==> config.mk <==
export PLATFORM = sky130hd
export DESIGN_NAME = ps2_key_writer
export DESIGN_NICKNAME = d
export VERILOG_FILES = /design/src/rtl/ps2_key_writer.sv
export SDC_FILE = /design/constraint.sdc
export NUM_CORES = 1
export LEC_CHECK = 0
export ABC_CLOCK_PERIOD_IN_PS = 2650
export CAP_MARGIN = 20
export CORE_UTILIZATION = 57
export CTS_BUF_LIST = sky130_fd_sc_hd__clkbuf_8 sky130_fd_sc_hd__clkbuf_16
export DETAILED_ROUTE_END_ITERATION = 16
export DONT_BUFFER_PORTS = 1
export PLACE_DENSITY = 0.75
export SYNTH_ARGS = -nofsm -noshare
export SYNTH_HDL_FRONTEND = slang
export SYNTH_SLANG_ARGS = --single-unit
export TNS_END_PERCENT = 20
==> constraint.sdc <==
create_clock -name clk -period 2.65 [get_ports clk]
set_input_delay 0.1325 -clock clk [delete_from_list [all_inputs] [get_ports clk]]
set_output_delay 0.1325 -clock clk [all_outputs]
set_load 0.05 [all_outputs]
==> src/rtl/ps2_key_writer.sv <==
// PS/2 keyboard to LCD character-memory writer.
// Receives PS/2 frames, decodes set-2 scan codes to ASCII and writes
// characters at a cursor into the line-1 or line-2 character memory.
// After reset both memories are filled with spaces before keys are accepted.
module ps2_key_writer #(
    parameter int LINE_LEN    = 16,
    parameter int TIMEOUT_CYC = 50000,
    localparam int CW         = $clog2(2 * LINE_LEN)
) (
    input  logic          clk,
    input  logic          rst,
    input  logic          ps2_clk,
    input  logic          ps2_data,
    output logic          wr_en_1,
    output logic          wr_en_2,
    output logic [5:0]    wr_addr,
    output logic [8:0]    wr_data,
    output logic [CW-1:0] cursor,
    output logic          frame_err
);

    localparam int LW = CW - 1;
    localparam int TW = $clog2(TIMEOUT_CYC);

    typedef enum logic [1:0] {
        S_CLEAR,
        S_IDLE,
        S_DECODE,
        S_WRITE
    } state_t;

    // Set-2 make code -> {valid, is_letter, uppercase ascii}.
    function automatic logic [9:0] scan_lut(input logic [7:0] code);
        logic [9:0] r;
        r = '0;
        case (code)
            8'h1C: r = {2'b11, 8'h41}; 8'h32: r = {2'b11, 8'h42};
            8'h21: r = {2'b11, 8'h43}; 8'h23: r = {2'b11, 8'h44};
            8'h24: r = {2'b11, 8'h45}; 8'h2B: r = {2'b11, 8'h46};
            8'h34: r = {2'b11, 8'h47}; 8'h33: r = {2'b11, 8'h48};
            8'h43: r = {2'b11, 8'h49}; 8'h3B: r = {2'b11, 8'h4A};
            8'h42: r = {2'b11, 8'h4B}; 8'h4B: r = {2'b11, 8'h4C};
            8'h3A: r = {2'b11, 8'h4D}; 8'h31: r = {2'b11, 8'h4E};
            8'h44: r = {2'b11, 8'h4F}; 8'h4D: r = {2'b11, 8'h50};
            8'h15: r = {2'b11, 8'h51}; 8'h2D: r = {2'b11, 8'h52};
            8'h1B: r = {2'b11, 8'h53}; 8'h2C: r = {2'b11, 8'h54};
            8'h3C: r = {2'b11, 8'h55}; 8'h2A: r = {2'b11, 8'h56};
            8'h1D: r = {2'b11, 8'h57}; 8'h22: r = {2'b11, 8'h58};
            8'h35: r = {2'b11, 8'h59}; 8'h1A: r = {2'b11, 8'h5A};
            8'h45: r = {2'b10, 8'h30}; 8'h16: r = {2'b10, 8'h31};
            8'h1E: r = {2'b10, 8'h32}; 8'h26: r = {2'b10, 8'h33};
            8'h25: r = {2'b10, 8'h34}; 8'h2E: r = {2'b10, 8'h35};
            8'h36: r = {2'b10, 8'h36}; 8'h3D: r = {2'b10, 8'h37};
            8'h3E: r = {2'b10, 8'h38}; 8'h46: r = {2'b10, 8'h39};
            8'h29: r = {2'b10, 8'h20};
            default: r = '0;
        endcase
        return r;
    endfunction

    // Synchronisers: [0] first stage, clock chain keeps one extra stage for edge detect.
    logic [2:0] clk_sync_q, clk_sync_d;
    logic [1:0] dat_sync_q, dat_sync_d;

    // Receiver state.
    logic [3:0]    bit_cnt_q, bit_cnt_d;
    logic [9:0]    shreg_q, shreg_d;
    logic [TW-1:0] to_cnt_q, to_cnt_d;
    logic [7:0]    byte_q, byte_d;
    logic          byte_vld_q, byte_vld_d;
    logic          frame_err_q, frame_err_d;

    // Decoder / writer state.
    state_t        state_q, state_d;
    logic [CW-1:0] clr_cnt_q, clr_cnt_d;
    logic [CW-1:0] cursor_q, cursor_d;
    logic [7:0]    code_q, code_d;
    logic          shift_q, shift_d;
    logic          brk_q, brk_d;
    logic          ext_q, ext_d;
    logic          bs_q, bs_d;
    logic          wr_en_1_q, wr_en_1_d;
    logic          wr_en_2_q, wr_en_2_d;
    logic [5:0]    wr_addr_q, wr_addr_d;
    logic [8:0]    wr_data_q, wr_data_d;

    logic          fall;
    logic          bit_in;
    logic [10:0]   frame;
    logic          frame_ok;
    logic          frame_bad;
    logic [9:0]    lut;
    logic          is_shift;
    logic          do_write;
    logic [7:0]    wr_char;
    logic [CW-1:0] wr_pos;

    assign fall   = clk_sync_q[2] & ~clk_sync_q[1];
    assign bit_in = dat_sync_q[1];
    // frame[0]=start, [8:1]=data LSB first, [9]=parity, [10]=stop
    assign frame  = {bit_in, shreg_q};

    // Receiver: synchronise, shift in bits on falling edges, validate frame, time out partial frames.
    always_comb begin
        // NOTE: every variable gets a default first so no latch is inferred.
        clk_sync_d  = {clk_sync_q[1:0], ps2_clk};
        dat_sync_d  = {dat_sync_q[0], ps2_data};
        bit_cnt_d   = bit_cnt_q;
        shreg_d     = shreg_q;
        to_cnt_d    = to_cnt_q;
        byte_d      = byte_q;
        byte_vld_d  = byte_vld_q;
        frame_ok    = 1'b0;
        frame_bad   = 1'b0;

        if (fall) begin
            to_cnt_d = '0;
            if (bit_cnt_q == 4'd10) begin
                bit_cnt_d = '0;
                if (!frame[0] && (^frame[9:1]) && frame[10]) frame_ok  = 1'b1;
                else                                          frame_bad = 1'b1;
            end else begin
                shreg_d   = {bit_in, shreg_q[9:1]};
                bit_cnt_d = bit_cnt_q + 4'd1;
            end
        end else if (bit_cnt_q != 4'd0) begin
            if (to_cnt_q == TW'(TIMEOUT_CYC - 1)) begin
                to_cnt_d  = '0;
                bit_cnt_d = '0;
                frame_bad = 1'b1;
            end else begin
                to_cnt_d = to_cnt_q + 1'b1;
            end
        end else begin
            to_cnt_d = '0;
        end

        // Holding register: consumed in IDLE, a freshly received byte wins.
        if (state_q == S_IDLE && byte_vld_q) byte_vld_d = 1'b0;
        if (frame_ok) begin
            byte_vld_d = 1'b1;
            byte_d     = frame[8:1];
        end
        frame_err_d = frame_bad;
    end

    // FSM next state: memory clear, byte consume, decode, write with cursor advance.
    always_comb begin
        state_d   = state_q;
        clr_cnt_d = clr_cnt_q;
        cursor_d  = cursor_q;
        code_d    = code_q;
        shift_d   = shift_q;
        brk_d     = brk_q;
        ext_d     = ext_q;
        bs_d      = bs_q;
        wr_en_1_d = 1'b0;
        wr_en_2_d = 1'b0;
        wr_addr_d = '0;
        wr_data_d = '0;
        lut       = scan_lut(code_q);
        is_shift  = (code_q == 8'h12) || (code_q == 8'h59);
        do_write  = 1'b0;
        wr_char   = 8'h20;
        wr_pos    = cursor_q;

        case (state_q)
            S_CLEAR: begin
                cursor_d  = '0;
                wr_en_1_d = ~clr_cnt_q[CW-1];
                wr_en_2_d = clr_cnt_q[CW-1];
                wr_addr_d = 6'(clr_cnt_q[LW-1:0]);
                wr_data_d = 9'h120;
                clr_cnt_d = clr_cnt_q + 1'b1;
                if (&clr_cnt_q) state_d = S_IDLE;
            end
            S_IDLE: begin
                if (byte_vld_q) begin
                    code_d  = byte_q;
                    state_d = S_DECODE;
                end
            end
            S_DECODE: begin
                state_d = S_IDLE;
                if (code_q == 8'hF0) begin
                    brk_d = 1'b1;
                end else if (code_q == 8'hE0) begin
                    ext_d = 1'b1;
                end else if (brk_q) begin
                    brk_d = 1'b0;
                    ext_d = 1'b0;
                    if (is_shift) shift_d = 1'b0;
                end else if (ext_q) begin
                    ext_d = 1'b0;
                end else if (is_shift) begin
                    shift_d = 1'b1;
                end else if (code_q == 8'h5A) begin
                    cursor_d = cursor_q[CW-1] ? '0 : {1'b1, {LW{1'b0}}};
                end else if (code_q == 8'h66) begin
                    if (cursor_q != '0) begin
                        cursor_d = cursor_q - 1'b1;
                        wr_pos   = cursor_q - 1'b1;
                        wr_char  = 8'h20;
                        bs_d     = 1'b1;
                        do_write = 1'b1;
                    end
                end else if (lut[9]) begin
                    wr_char  = (lut[8] && !shift_q) ? (lut[7:0] | 8'h20) : lut[7:0];
                    bs_d     = 1'b0;
                    do_write = 1'b1;
                end

                if (do_write) begin
                    state_d   = S_WRITE;
                    wr_en_1_d = ~wr_pos[CW-1];
                    wr_en_2_d = wr_pos[CW-1];
                    wr_addr_d = 6'(wr_pos[LW-1:0]);
                    wr_data_d = {1'b1, wr_char};
                end
            end
            S_WRITE: begin
                // Backspace already moved the cursor; a full-range counter wraps naturally.
                if (!bs_q) cursor_d = cursor_q + 1'b1;
                state_d = S_IDLE;
            end
            default: state_d = S_CLEAR;
        endcase
    end

    // State and output registers with synchronous reset.
    always_ff @(posedge clk) begin
        // NOTE: sequential state uses non-blocking assignments only.
        if (rst) begin
            clk_sync_q  <= '1;
            dat_sync_q  <= '1;
            bit_cnt_q   <= '0;
            shreg_q     <= '0;
            to_cnt_q    <= '0;
            byte_q      <= '0;
            byte_vld_q  <= 1'b0;
            frame_err_q <= 1'b0;
            state_q     <= S_CLEAR;
            clr_cnt_q   <= '0;
            cursor_q    <= '0;
            code_q      <= '0;
            shift_q     <= 1'b0;
            brk_q       <= 1'b0;
            ext_q       <= 1'b0;
            bs_q        <= 1'b0;
            wr_en_1_q   <= 1'b0;
            wr_en_2_q   <= 1'b0;
            wr_addr_q   <= '0;
            wr_data_q   <= '0;
        end else begin
            clk_sync_q  <= clk_sync_d;
            dat_sync_q  <= dat_sync_d;
            bit_cnt_q   <= bit_cnt_d;
            shreg_q     <= shreg_d;
            to_cnt_q    <= to_cnt_d;
            byte_q      <= byte_d;
            byte_vld_q  <= byte_vld_d;
            frame_err_q <= frame_err_d;
            state_q     <= state_d;
            clr_cnt_q   <= clr_cnt_d;
            cursor_q    <= cursor_d;
            code_q      <= code_d;
            shift_q     <= shift_d;
            brk_q       <= brk_d;
            ext_q       <= ext_d;
            bs_q        <= bs_d;
            wr_en_1_q   <= wr_en_1_d;
            wr_en_2_q   <= wr_en_2_d;
            wr_addr_q   <= wr_addr_d;
            wr_data_q   <= wr_data_d;
        end
    end

    assign wr_en_1   = wr_en_1_q;
    assign wr_en_2   = wr_en_2_q;
    assign wr_addr   = wr_addr_q;
    assign wr_data   = wr_data_q;
    assign cursor    = cursor_q;
    assign frame_err = frame_err_q;

endmodule

Word level (Yosys, flattened, before mapping)
Memory sizes are Yosys's and may differ from the RTL's. A register that Yosys moved wholly into a read port is not among the register bits.
Index checks and enable logic that the tools add are counted.

word-level totals
  bits in registers = 86
  ROM bits = 1,152
  bits of input ports = 4
  memories kept = 1

memory list
  name              depth  width  rd ports  clocked after memory_dff  wr ports  line  text
  (name not given)  128    9      1         1                         0         36    case (code)

operators by class
  add/sub/neg operators = 5
  equality and inequality tests = 22
  muxes and demuxes = 76
  bitwise operators = 12
  reduce and logical (&&, ||, !) cells = 27

operators with widths
  operator               count
  $mux 5                 17
  $mux 8                 8
  $mux 1                 32
  $eq 8x7->1 const B     3
  $mux 4                 5
  $ne 2x2->1 const B     10
  $pmux 9 s2             1
  $add 16x1->16 const B  1
  $eq 16x16->1 const B   1
  $eq 8x8->1 const B     2
  $pmux 5 s3             1
  $mux 7                 2
  $reduce_and 2->1       6
  $not 1->1              11
  $add 5x1->5 const B    2
  $mux 10                1
  $reduce_and 5->1       2
  $mux 9                 1
  $reduce_and 9->1       1
  $reduce_xor 9->1       1
  $eq 8x5->1 const B     1
  $pmux 2 s4             1
  $pmux 4 s2             1
  $reduce_bool 2->1      4
  other kinds (19)       27

Depth between registers and ports, before layout
Gate-level depths: netlist of run 1.

  word-level depth = 13
  mapped depth = 12

Worst setup path before layout of run 1
No wires, ideal clock.

  kind = register to register
  start point = register state_q[1]
  end point = register (tool-made name)
  library setup time = 129 ps
  arrival = 2,450 ps
  data required time = 2,521 ps
  path slack = 71 ps
  cell stages (with the launch flop) = 13
  path through = dfxtp_1 -> inv_1 -> ha_1 -> clkbuf_1 -> and4b_1 -> a31oi_1 -> inv_1 -> ha_1 -> buf_4 -> a22oi_1 -> nor3_1 -> a311oi_1 -> o32ai_1

RTL lines
  item                    line  text
  from (decl)             74    state_t state_q, state_d;
  from (signal assigned)  263   state_q <= state_d;

==> results of run 1 <==
==> Yosys cell counts (3+ instances only) <==
cell	instances
xnor2_1	15
xor2_1	12
nand4_1	9
nor2_1	69
nand3_1	15
buf_4	5
dfxtp_1	91
a31oi_1	10
ha_1	21
or2_2	6
mux2i_1	14
clkbuf_1	22
and3_1	8
nor4b_1	3
nor3_1	11
nand4b_1	3
a21oi_1	42
nand3b_1	5
o31ai_1	4
a211oi_1	6
o32ai_1	3
and4b_1	6
and2_1	9
buf_2	5
nand2_1	60
inv_1	24
nor4_1	5
nor2b_1	5
nand2b_1	6
a311oi_1	4
o21ai_0	30
or3_1	3
o211ai_1	5
==> routing by layer <==
layer | vias to the layer above | global-route usage
met5 | - | 0
met4 | 0 | 0.0910
met3 | 17 | 0.0593
met2 | 162 | 0.444
met1 | 1966 | 0.365
li1 | 2053 | -
==> worst paths after layout <==
kind | endpoint | cells past startpoint | slack [ns] | startpoint
worst max-delay path | flop | 10 | 0.13 | state_q[1]
worst min-delay path | to_cnt_q[1] | 2 | 0.04 | rst
worst max register to register | flop | 10 | 0.13 | state_q[1]
worst min register to register | dat_sync_q[1] | 1 | 0.42 | dat_sync_q[0]
==> cell families after synthesis <==
kind of cell    synth area share
mux                       0.0295
xor+xnor                  0.0546
fa+ha+maj                 0.0554
buf+inv                   0.0527
other cells             0.000790
compound gates             0.184
simple gates               0.239
flops                      0.384
==> registers in the layout (all words and copies together), names as in the netlist, named ones only <==
signal and flops:
wr_addr 4, cursor 5, shift_q 1, code_q 8, bit_cnt_q 4, shreg_q 10, dat_sync_q 2, wr_data 8
wr_en_1 1, ext_q 1, wr_en_2 1, brk_q 1, to_cnt_q 16, bs_q 1, clk_sync_q 3, frame_err 1
clr_cnt_q 5, byte_q 8, byte_vld_q 1, state_q 2
==> report_power, final <==
group          switching, W  total, W  leakage [nW]  internal, W
clock network      0.000512   0.00114         0.124     0.000633
logic              0.000119  0.000187          1.12    0.0000682
registers         0.0000582   0.00145         0.736      0.00140
==> final cells by class <==
class,count,area (sq um)
multi-input combinational,430,2690
fill,626,2670
sequential,91,1820
timing repair buffer,30,243
tap,102,128
clock buffer,9,124
clock inverter,7,121
inverter,26,97.6
==> worst max-delay path, delay by kind of cell (launching register included) <==
kind | cells | cell delay [ns]
buffers and inverters | 2 | 0.21
AOI/OAI and AO/OA | 4 | 1.07
and+or+nand+nor | 2 | 0.30
adders and majority gates | 2 | 0.53
DFF | 1 | 0.35
==> placed cells by master (no fill, tap or decap), drive strengths merged, types with 10 or more instances in the layout <==
master and instances:
buf 28, dfxtp 91, mux2i 14, o21ai 31, nor3 11, a31oi 10
inv 26, nand3 15, nand2 60, nor2 69, ha 21, xnor2 15
xor2 12, a21oi 43
==> per-stage QoR <==
| stage | total power, W | setup WS [ns] | util | cell area [sq um] | hold WS [ns] |
|---|---|---|---|---|---|
| 2_1_floorplan | 0.00163 | 0.0708 | - | 4750 | 0.236 |
| 3_3_place_gp | 0.00165 | 0.304 | 0.625 | 4930 | 0.213 |
| 3_5_place_dp | 0.00165 | 0.257 | 0.625 | 4930 | 0.216 |
| 4_1_cts | 0.00280 | 0.253 | 0.661 | 5220 | 0.0366 |
| 5_1_grt | 0.00289 | 0.0148 | 0.662 | 5220 | 0.0233 |
| 6_report | 0.00279 | 0.126 | 0.662 | 5220 | 0.0364 |
==> what timing repair did <==
item                       4_1_cts  5_1_grt
resized for setup                0        1
hold endpoints to repair        49        0
setup endpoints to repair        0        1
hold buffers                     3        0
buffers inserted                 0        0
==> reports/metrics.csv, run 1 <==
stage;metric;value;unit
outcome;status;completed;
floorplanning;io_pins;27;
worst_setup_path;required;2.93;ns
route;wl_met1;5020;microns
yosys;synthDominantCellAreaShare;0.384;
global_routing;grt_max_degree;50;
placed_design;dpl.hpwl;7720;microns
yosys;synth_edf_count;0;
timing;slew_headroom;0.502;
timing;finalClockSkew;0.0127;ns
worst_setup_path;cp_slowest_stage_delay;0.47;ns
floorplanning;dieWidth;93.2;microns
power;vdd_ir_drop_max;305;uV
power;p_per_area;534;nW/um^2
route;wl_met3;827;microns
floorplanning;start_util;0.602;
finish;fin_cells;695;
power;p_leak;1.98;nW
finish;diodes;0;
finish;syn_to_final_growth;10.0;%
yosys;synth_area;4750;sq um
clocking;cts_tree;built;
yosys;ys.flop_type;dfxtp_1;
floorplanning;die_area;8690;sq um
yosys;syn_inst;579;
timing;period_minus_slack;2.52;ns
clocking;cts.sinks;91;
worst_setup_path;worstPathMaxFanout;7;
yosys;synth.avg_cell_area;8.20;sq um
route;routed_wl;11300;microns
route;vias_per_cell;6.04;
worst_setup_path;start_kind;flop;
finish;final_nets;613;
clocking;path_clk_slew;0.09;ns
timing;rsz0062_at_grt;false;
flow_run;max_cap_viol_count;0;
timing;max_slew.worst_pin.slew;0.728;ns
clocking;htree_levels;3;
route;wire_per_inst;16.3;microns
floorplanning;core-area;7890;sq um
timing;fin_crit_sh;0.953;
global_routing;grt_pass1_vias;3908;
route;drc;0;
clocking;numCtsBuffers;9;
worst_setup_path;critPathSlowestCell;a311oi_1;
floorplanning;row_count;32;
yosys;yosysWarnings;0;
global_routing;overflow;0;
timing;finalHoldViolations;0;
global_routing;grt_pass1_wl;18800;microns
timing;finalSetupTns;0;ns
yosys;synth_area_leaders;dfxtp_1 38%, ha_1 5.5%, nor2_1 5.5%;
timing;final-setup-viol-count;0;
route;first_pass_iters;6;
route;vias;4198;
yosys;synth-async-reset-ratio;0;
route;ant_nets;0;
placed_design;portBuffers;0;
clocking;cts_buffer_depth;2;
global_routing;antenna_found_initial;0;
timing;slew_violations;0;
route;topRoutingLayerUsed;met4;
worst_setup_path;path_class;flop to flop;
clocking;clock_latency;0.36;ns
yosys;ys_ff_latch;91;
route;wl_met2;5230;microns
worst_setup_path;cp-end-kind;flop;
global_routing;grt_usage;0.275;
route;initialDrtViolationCount;296;
yosys;synth_cell_types;63;
placed_design;gp_congestion;0.950;
placed_design;placed_cells;676;
worst_setup_path;cp_cell_sequence;inv_1 > ha_1 > nand2_1 > a31o_2 > inv_1 > ha_1 > nand2_1 > a311oi_1 > o21ai_0 > o31ai_1;
finish;layout-drive-gt1-share;0.101;
yosys;synth.yosys.seq_area_share;0.384;
worst_setup_path;cp.arrival;2.81;ns
clocking;cts_root_buf;clkbuf_8;
min_path;holdCritPathClass;input port to flop;
yosys;yosysTopAreaCell;dfxtp_1;
timing;fmax;396;MHz
floorplanning;die_h;93.2;microns
Note: power is estimated with default switching activity, not from simulation.
==> run 2, diff against run 1 <==
--- a/config.mk
+++ b/config.mk
@@ -5,13 +5,14 @@
 export SDC_FILE = /design/constraint.sdc
 export NUM_CORES = 1
 export LEC_CHECK = 0
+export ABC_AREA = 1
 export ABC_CLOCK_PERIOD_IN_PS = 2650
 export CAP_MARGIN = 20
-export CORE_UTILIZATION = 57
+export CORE_UTILIZATION = 58
 export CTS_BUF_LIST = sky130_fd_sc_hd__clkbuf_8 sky130_fd_sc_hd__clkbuf_16
 export DETAILED_ROUTE_END_ITERATION = 16
 export DONT_BUFFER_PORTS = 1
-export PLACE_DENSITY = 0.75
+export PLACE_DENSITY = 0.76
 export SYNTH_ARGS = -nofsm -noshare
 export SYNTH_HDL_FRONTEND = slang
 export SYNTH_SLANG_ARGS = --single-unit
==> run 2 against run 1 <==
Compared with the run above:
- hold slack improved by 0.057 ns
- clock skew is 0.0023 ns lower
- largest power group unchanged
- non-clock buffer count is 15 lower
- critical path type unchanged
- via count up 13%
- wire length rose by 6.0%
- largest cell class unchanged
==> reports/metrics.csv, run 2 <==
stage;metric;value;unit
placed_design;portBuffers;0;
global_routing;use_met3;0.0442;
finish;top_regs;to_cnt_q: 16 flops, shreg_q: 10 flops;
clocking;cts.sinks;91;
finish;fillCellCount;801;
finish;syn_to_final_growth;5.61;%
placed_design;placed_cells;853;
floorplanning;io_pins;27;
route;initialDrtViolationCount;208;
yosys;synth_area;5150;sq um
floorplanning;dieWidth;96.2;microns
floorplanning;row_count;34;
finish;stdcell_area;5440;sq um
clocking;cts_root_buf;clkbuf_8;
power;power.internal;0.00225;W
worst_setup_path;start_kind;flop;
route;wire_per_inst;13.8;microns
finish;diodes;0;
global_routing;grt_pass1_wl;19800;microns
yosys;yosysTopAreaCell;dfxtp_1;
yosys;ys_ff_latch;91;
route;vias;4727;
yosys;synth_area_leaders;dfxtp_1 35%, nand2_1 14%, inv_1 7.1%;
floorplanning;start_util;0.593;
clocking;cts_buffer_depth;2;
worst_setup_path;path_class;flop to flop;
yosys;synth.avg_cell_area;6.83;sq um
yosys;synth_cell_types;47;
yosys;synth.most_common_cell;nand2_1;
power;p_switching;0.00142;W
route;vias_per_cell;5.44;
global_routing;met1_usage;0.349;
timing;finalSetupTns;0;ns
timing;final-setup-viol-count;0;
global_routing;top_usage_layer;met2;
worst_setup_path;cp-end-kind;flop;
finish;layout-drive-gt1-share;0.0972;
power;power;0.00367;W
min_path;holdCritPathClass;input port to flop;
clocking;cts_tree;built;
yosys;synthDominantCellAreaShare;0.354;
timing;period_minus_slack;2.36;ns
route;routed_wl;12000;microns
finish;largest_reg_flops;16;
timing;fmax;423;MHz
floorplanning;die_area;9260;sq um
timing;rsz0062_at_grt;false;
timing;fin_crit_sh;0.892;
power;clockPowerShare;0.242;
floorplanning;die_h;96.2;microns
power;switching_share;0.386;
timing;finalHoldViolations;0;
yosys;synth-async-reset-ratio;0;
timing;max_slew.worst_pin.slew;0.907;ns
power;p_leak;2.59;nW
power;p_per_area;675;nW/um^2
finish;fin_cells;869;
finish;top_register;to_cnt_q;
yosys;yosysWarnings;0;
worst_setup_path;cp.arrival;2.62;ns
global_routing;grtUsageMet2;0.462;
flow_run;max_cap_viol_count;0;
global_routing;overflow;0;
clocking;clock_latency;0.37;ns
finish;layout_common_cells;192 x nand2_1, 99 x inv_1, 91 x dfxtp_1, 73 x nor2_1, 51 x nand3_1;
timing;slew_violations;0;
finish;final_common_cell;nand2_1;
timing;slew_headroom;0.393;
worst_setup_path;worstPathMaxFanout;13;
route;ant_nets;0;
yosys;syn_inst;754;
global_routing;grt_usage;0.277;
route;first_pass_iters;5;
finish;final_nets;784;
yosys;synth_edf_count;0;
placed_design;gp_congestion;0.982;
clocking;numCtsBuffers;9;
clocking;path_clk_slew;0.08;ns
power;vdd_ir_drop_max;364;uV
placed_design;dpl.hpwl;8830;microns
route;drc;0;
power;p_comb_frac;0.300;
yosys;synth.yosys.seq_area_share;0.354;
yosys;synthTopCellsByCount;192 x nand2_1, 98 x inv_1, 91 x dfxtp_1;
global_routing;antenna_found_initial;0;
power;p_seq_frac;0.459;
worst_setup_path;required;2.90;ns
outcome;status;completed;
floorplanning;core-area;8680;sq um
global_routing;grt_max_degree;23;
clocking;htree_levels;3;
yosys;ys.flop_type;dfxtp_1;
placed_design;postPlaceCellArea;5240;sq um
global_routing;grt_pass1_vias;4345;
timing;fin_hold_ws;0.0934;ns
timing;finalClockSkew;0.0103;ns
==> run 2: final cells by class <==
| class | count | area, sq um | area share |
|---|---|---|---|
| clock inverter | 4 | 46.3 | 0.00851 |
| tap | 108 | 135 | 0.0248 |
| multi-input combinational | 534 | 2790 | 0.512 |
| clock buffer | 9 | 124 | 0.0228 |
| timing repair buffer | 15 | 120 | 0.0221 |
| inverter | 108 | 405 | 0.0745 |
| sequential | 91 | 1820 | 0.335 |
==> run 2: power by group through the flow <==
stage / Sequential, W / Clock (W) / Combinational, W
final: 0.00168 / 0.000888 / 0.00110
after CTS: 0.00168 / 0.000890 / 0.00109
after floorplan: 0.00180 / 0 / 0.000766
after global placement: 0.00171 / 0 / 0.00104
after global routing: 0.00170 / 0.000947 / 0.00124
after detailed placement: 0.00171 / 0 / 0.00107
==> run 2: repair_timing <==
action,in CTS,in global routing
hold buffers,3,0
setup endpoints to repair,0,7
resized for setup,0,1
hold endpoints to repair,23,0
setup buffers,0,0
==> run 2: path summary, 6_finish.rpt <==
kind	end	cells after the start	start	slack (ns)
setup reg to reg	flop	16	state_q[1]	0.29
setup / recovery	flop	16	state_q[1]	0.29
hold / removal	clr_cnt_q[3]	3	rst	0.09
hold reg to reg	dat_sync_q[1]	1	dat_sync_q[0]	0.41
==> run 2: logic make-up (layout without fill, tap and decap cells) <==
family                   after synthesis  in the layout  share of synthesized area
AND/OR/NAND/NOR                      395            395                      0.360
buffers and inverters                131            136                      0.107
AO/OA/AOI/OAI                        109            109                      0.117
flip-flops                            91             91                      0.354
adder cells (fa/ha/maj)               21             21                     0.0510
XOR/XNOR                               6              6                     0.0102
other                                  1              3                   0.000728
==> run 2: routing by layer <==
metal  vias to the layer above  routed length [microns]
met1                      2135                     5500
met4                         0                      315
met3                        35                      571
li1                       2422                        -
met5                         -                        0
met2                       135                     5620
==> run 2: metrics by stage <==
stage                      util  setup slack [ns]
after floorplan               -             0.384
after global placement    0.603             0.351
after detailed placement  0.603             0.252
after CTS                 0.626             0.228
after global routing      0.627            0.0206
final                     0.627             0.286
==> run 2: critical path: stages (launching register included) <==
cell,delay (ns)
dfxtp_1,0.35
inv_1,0.09
ha_2,0.30
nand2_4,0.14
nand2_1,0.09
nand2_1,0.12
nor2_1,0.15
inv_1,0.09
ha_1,0.23
ha_1,0.28
nand2_1,0.05
nand3_1,0.08
nand3_1,0.08
nand2_1,0.06
nand2_1,0.05
nand2_1,0.06
nand2_1,0.04
